`config.mk`:
```
export PLATFORM = sky130hd
export DESIGN_NAME = imem_loader
export DESIGN_NICKNAME = d
export VERILOG_FILES = /design/src/rtl/imem_loader_pkg.sv /design/src/rtl/imem_loader.sv
export SDC_FILE = /design/constraint.sdc
export NUM_CORES = 1
export LEC_CHECK = 0
export CAP_MARGIN = 20
export CORE_MARGIN = 2
export CORE_UTILIZATION = 45
export DETAILED_ROUTE_END_ITERATION = 6
export PLACE_DENSITY = 0.9
export SYNTH_ARGS = -nofsm -noshare
export SYNTH_HDL_FRONTEND = slang
export SYNTH_SLANG_ARGS = --single-unit
```
`constraint.sdc`:
```
create_clock -name clk -period 2.15 [get_ports clk]
set_clock_uncertainty 0.05 [all_clocks]
set_input_delay 0.215 -clock clk [delete_from_list [all_inputs] [get_ports clk]]
set_output_delay 0.215 -clock clk [all_outputs]
set_load 0.005 [all_outputs]
```
`src/rtl/imem_loader_pkg.sv`:
```
// rtl/imem_loader_pkg.sv - shared constants and state type for the imem loader
package imem_loader_pkg;

  localparam int          IMEM_DEPTH = 64;
  localparam logic [31:0] NOP_INSTR  = 32'h00000013;

  typedef enum logic [2:0] {
    ST_IDLE,
    ST_CLEAR,
    ST_LOAD,
    ST_DRAIN,
    ST_RUN,
    ST_ERR
  } loader_state_t;

endpackage

```
`src/rtl/imem_loader.sv`:
```
// rtl/imem_loader.sv - fills imem with NOPs, streams a program in, then releases the core
module imem_loader
  import imem_loader_pkg::*;
#(
  parameter  int DEPTH = IMEM_DEPTH,
  localparam int AW    = $clog2(DEPTH)
) (
  input  logic          clk,
  input  logic          reset,
  input  logic          start,
  input  logic          s_valid,
  input  logic [31:0]   s_data,
  input  logic          s_last,
  output logic          s_ready,
  output logic          wr_en,
  output logic [AW-1:0] wr_addr,
  output logic [31:0]   wr_data,
  output logic          cpu_reset,
  output logic          busy,
  output logic          err,
  output logic [AW:0]   word_count
);

  localparam logic [AW:0] CLR_END = (AW+1)'(DEPTH);
  localparam logic [AW:0] LAST_WC = (AW+1)'(DEPTH - 1);

  loader_state_t state;
  logic [AW:0]   clr;
  logic          handshake;

  assign s_ready   = (state == ST_LOAD);
  assign handshake = s_valid && s_ready;

  always_ff @(posedge clk or posedge reset) begin
    if (reset) begin
      state      <= ST_IDLE;
      clr        <= '0;
      wr_en      <= 1'b0;
      wr_addr    <= '0;
      wr_data    <= '0;
      cpu_reset  <= 1'b1;
      busy       <= 1'b0;
      err        <= 1'b0;
      word_count <= '0;
    end else begin
      wr_en <= 1'b0;
      case (state)
        ST_IDLE: begin
          if (start) begin
            state      <= ST_CLEAR;
            clr        <= '0;
            word_count <= '0;
            busy       <= 1'b1;
          end
        end
        ST_CLEAR: begin
          // clr reaching DEPTH is the idle cycle between the last NOP write and LOAD
          if (clr == CLR_END) begin
            state <= ST_LOAD;
          end else begin
            wr_en   <= 1'b1;
            wr_addr <= clr[AW-1:0];
            wr_data <= NOP_INSTR;
            clr     <= clr + 1'b1;
          end
        end
        ST_LOAD: begin
          if (handshake) begin
            wr_en      <= 1'b1;
            wr_addr    <= word_count[AW-1:0];
            wr_data    <= s_data;
            word_count <= word_count + 1'b1;
            if (s_last) begin
              state <= ST_DRAIN;
            end else if (word_count == LAST_WC) begin
              state <= ST_ERR;
              err   <= 1'b1;
              busy  <= 1'b0;
            end
          end
        end
        ST_DRAIN: begin
          state     <= ST_RUN;
          cpu_reset <= 1'b0;
          busy      <= 1'b0;
        end
        ST_RUN, ST_ERR: begin
          if (start) begin
            state      <= ST_CLEAR;
            clr        <= '0;
            word_count <= '0;
            cpu_reset  <= 1'b1;
            busy       <= 1'b1;
            err        <= 1'b0;
          end
        end
        default: state <= ST_IDLE;
      endcase
    end
  end

endmodule

```
==> qor.csv <==
stage,metric,value,unit
run_status,outcome,"finished, final reports clean",
finish,diodes,0,
logic_synthesis,synthFlopType,dfrtp_1,
min_path,hold_path_class,input pin to asynchronous set/reset pin,
finish,seq_area,0.00148,mm^2
cts,insertion_delay,0.33,ns
logic_synthesis,synth_cell_types,39,
worst_setup_path,cp-endpoint,s_ready,
cts,postCtsSetupRepairBufs,0,
timing,final_max_slew_viol_count,0,
cts,clkTransAtPathRegs,0.07,ns
cts,clock_sinks,59,
global_route,grt_first_pass_wirelength,10700,um
logic_synthesis,synth_seq_area_share,53.9,%
routing,vias,2431,
timing,period_needed,1.95,ns
worst_setup_path,cp_cell_sequence,"nor3b_1, clkdlybuf4s50_1",
pwr,total_power,3260,uW
floorplan,die_area,0.00673,mm^2
logic_synthesis,synth_warnings,0,
worst_setup_path,crit_path_end_kind,output pin,
worst_setup_path,critical-path-slowest-cell,clkdlybuf4s50_1,
worst_setup_path,r2r-start,clr[0],
job,drv_cap,0,
logic_synthesis,synthArstFlopShare,100,%
routing,ant_nets,0,
pwr,p_per_area,838,mW/mm^2
logic_synthesis,syn-instance-count,291,
finish,multi_input_area,0.00114,mm^2
worst_setup_path,slowest_delay,0.55,ns
timing,hold_violations,0,
logic_synthesis,ys_seq_elements,59,
placed_design,place_hpwl,4760,um
worst_setup_path,crit_family,buffers and inverters,
worst_setup_path,r2r-end,clr[1],
routing,post-route-drc-count,0,
worst_setup_path,arrival,1.69,ns
routing,wl_per_cell,14.8,um
placed_design,port_buffers,86,
worst_setup_path,start_kind,flop,
timing,hold_ws,0.129,ns
finish,layout_commonest_cell,clkdlybuf4s50_1,
worst_setup_path,worstSetupStartpoint,state[1],
global_route,gr-usage-all-layers,21.3,%
pwr,leakage,0.00157,uW
cts,cts_resized,0,
floorplan,die_w,82.1,um
cts,cts_buffers,9,
logic_synthesis,syn_area,0.00274,mm^2
timing,relSlewSlack,67.8,%
finish,area_growth,41.9,%
cts,htreeDepth,3,
logic_synthesis,synth_edf_count,0,
finish,fill_cells,478,
worst_setup_path,r2r_cells,5,
global_route,grt_overflow,0,
global_route,first_global_vias,2392,
cts,cts_buffer_depth,2,
logic_synthesis,synth_nets,331,
routing,vias_per_cell,5.34,
floorplan,pin_count,87,
timing,worst_pin_slew,0.484,ns
cts,cts_root_buffer,clkbuf_8,
placed_design,gp_congestion,0.882,
worst_setup_path,path_buf_inv,1,
placed_design,pre_cts_slack,0.288,ns
timing,rsz0062_at_grt,no,
finish,layout.nets,416,
timing,final.period_utilization,90.9,%
cts,cts_tree,built,
logic_synthesis,postSynthAreaPerCell,9.42,um^2
global_route,antenna_found_initial,0,
floorplan,start_util,46.3,%
routing,wl,6730,um
worst_setup_path,crit_fanout,11,
finish,postLayoutCoreUtil,65.7,%
worst_setup_path,crit_type,flop to output pin,
timing,tns,0,ns
floorplan,core_region_area,0.00592,mm^2
floorplan,rows,28,
worst_setup_path,crit_required,1.88,ns
worst_setup_path,rrSetupSlack,0.28,ns
routing,dr.first_iter.drc_count,131,
global_route,grt_max_degree,45,
cts,hold_buffers,0,
finish,layout-drive-gt1-share,10.3,%
timing,setup_ws,0.196,ns
routing,firstDrtPassIters,5,
worst_setup_path,worst-path-stages,2,
pwr,ir_worst_vdd,461,uV
timing,setup-violations-final,0,
floorplan,die_h,82.1,um
timing,fmax,512,MHz
finish,final_cell_mix,"86 x clkdlybuf4s50_1, 62 x nand2_1, 58 x dfrtp_1",
==> how the worst min path moves through the flow <==
| stage | endpoint | slack, ns | cells past startpoint |
|---|---|---|---|
| after CTS | state[0] | 0.12 | 2 |
| final | state[0] | 0.13 | 2 |
| after global routing | state[0] | 0.16 | 2 |
| after global placement | cpu_reset | 0.41 | 2 |
| after detailed placement | cpu_reset | 0.42 | 2 |
| after floorplan | err | 0.26 | 1 |
==> final cells by class <==
class | count | share of cell area (%)
flip-flops and latches | 59 | 38.0
multi-input cells | 201 | 29.4
repair buffers | 96 | 25.0
clock buffers | 10 | 3.54
well taps | 75 | 2.41
inverters | 9 | 0.868
clock inverters | 5 | 0.772
==> per-layer routing <==
| metal | global-route usage (%) | routed length [um] |
|---|---|---|
| met1 | 26.1 | 2960 |
| met2 | 35.1 | 3280 |
| met3 | 6.15 | 406 |
| met4 | 8.67 | 80 |
| met5 | 0 | 0 |
==> report_power, final <==
| group | total, uW | switching [uW] | internal [uW] |
|---|---|---|---|
| clock | 862 | 427 | 436 |
| combinational | 958 | 474 | 484 |
| sequential | 1440 | 170 | 1270 |
==> Yosys cell counts (all sizes together) (2+ instances only) <==
master   instances  share of area (%)
clkbuf          10                1.4
ha               3                1.4
or3              4               0.91
nand3            3               0.55
mux2i            5                1.8
buf             12                2.6
o31ai            3               0.82
nand4bb          3                1.2
a21o             2               0.55
o21ai           46                8.4
o21bai           2               0.55
a211oi          13                5.0
nand2           62                8.5
inv              9                1.2
nor2            20                2.7
dfrtp           58                 53
nor2b            2               0.46
a21oi           10                1.8
nand4            7                1.6
==> metrics by stage <==
| stage | cells | instance area (um^2) |
|---|---|---|
| 3_5_place_dp | 440 | 3720 |
| 2_1_floorplan | 291 | 2740 |
| 3_3_place_gp | 440 | 3720 |
| 5_1_grt | 455 | 3890 |
| 4_1_cts | 455 | 3890 |
| 6_report | 455 | 3890 |
==> registers in the layout, indices dropped and copies added (netlist names) <==
name / cells
busy: 1
clr: 7
wr_en: 1
err: 1
word_count: 7
wr_data: 32
cpu_reset: 1
state: 3
wr_addr: 6
==> worst register-to-register path: cells and delay by family, from the launching register on <==
family | cells | cell delay (ns)
AO/OA/AOI/OAI | 1 | 0.48
flip-flops | 1 | 0.44
AND/OR/NAND/NOR | 1 | 0.36
multiplexers | 1 | 0.24
adder cells (fa/ha/maj) | 1 | 0.13
buffers and inverters | 1 | 0.08
==> logic make-up after synthesis <==
family / count (synthesis) / share of synthesized area, %
flip-flops: 59 / 53.9
adder cells (fa/ha/maj): 3 / 1.37
AND/OR/NAND/NOR: 110 / 18.4
buffers and inverters: 31 / 5.25
multiplexers: 5 / 1.83
AO/OA/AOI/OAI: 83 / 19.2
Note: power is estimated with default switching activity, not from simulation.
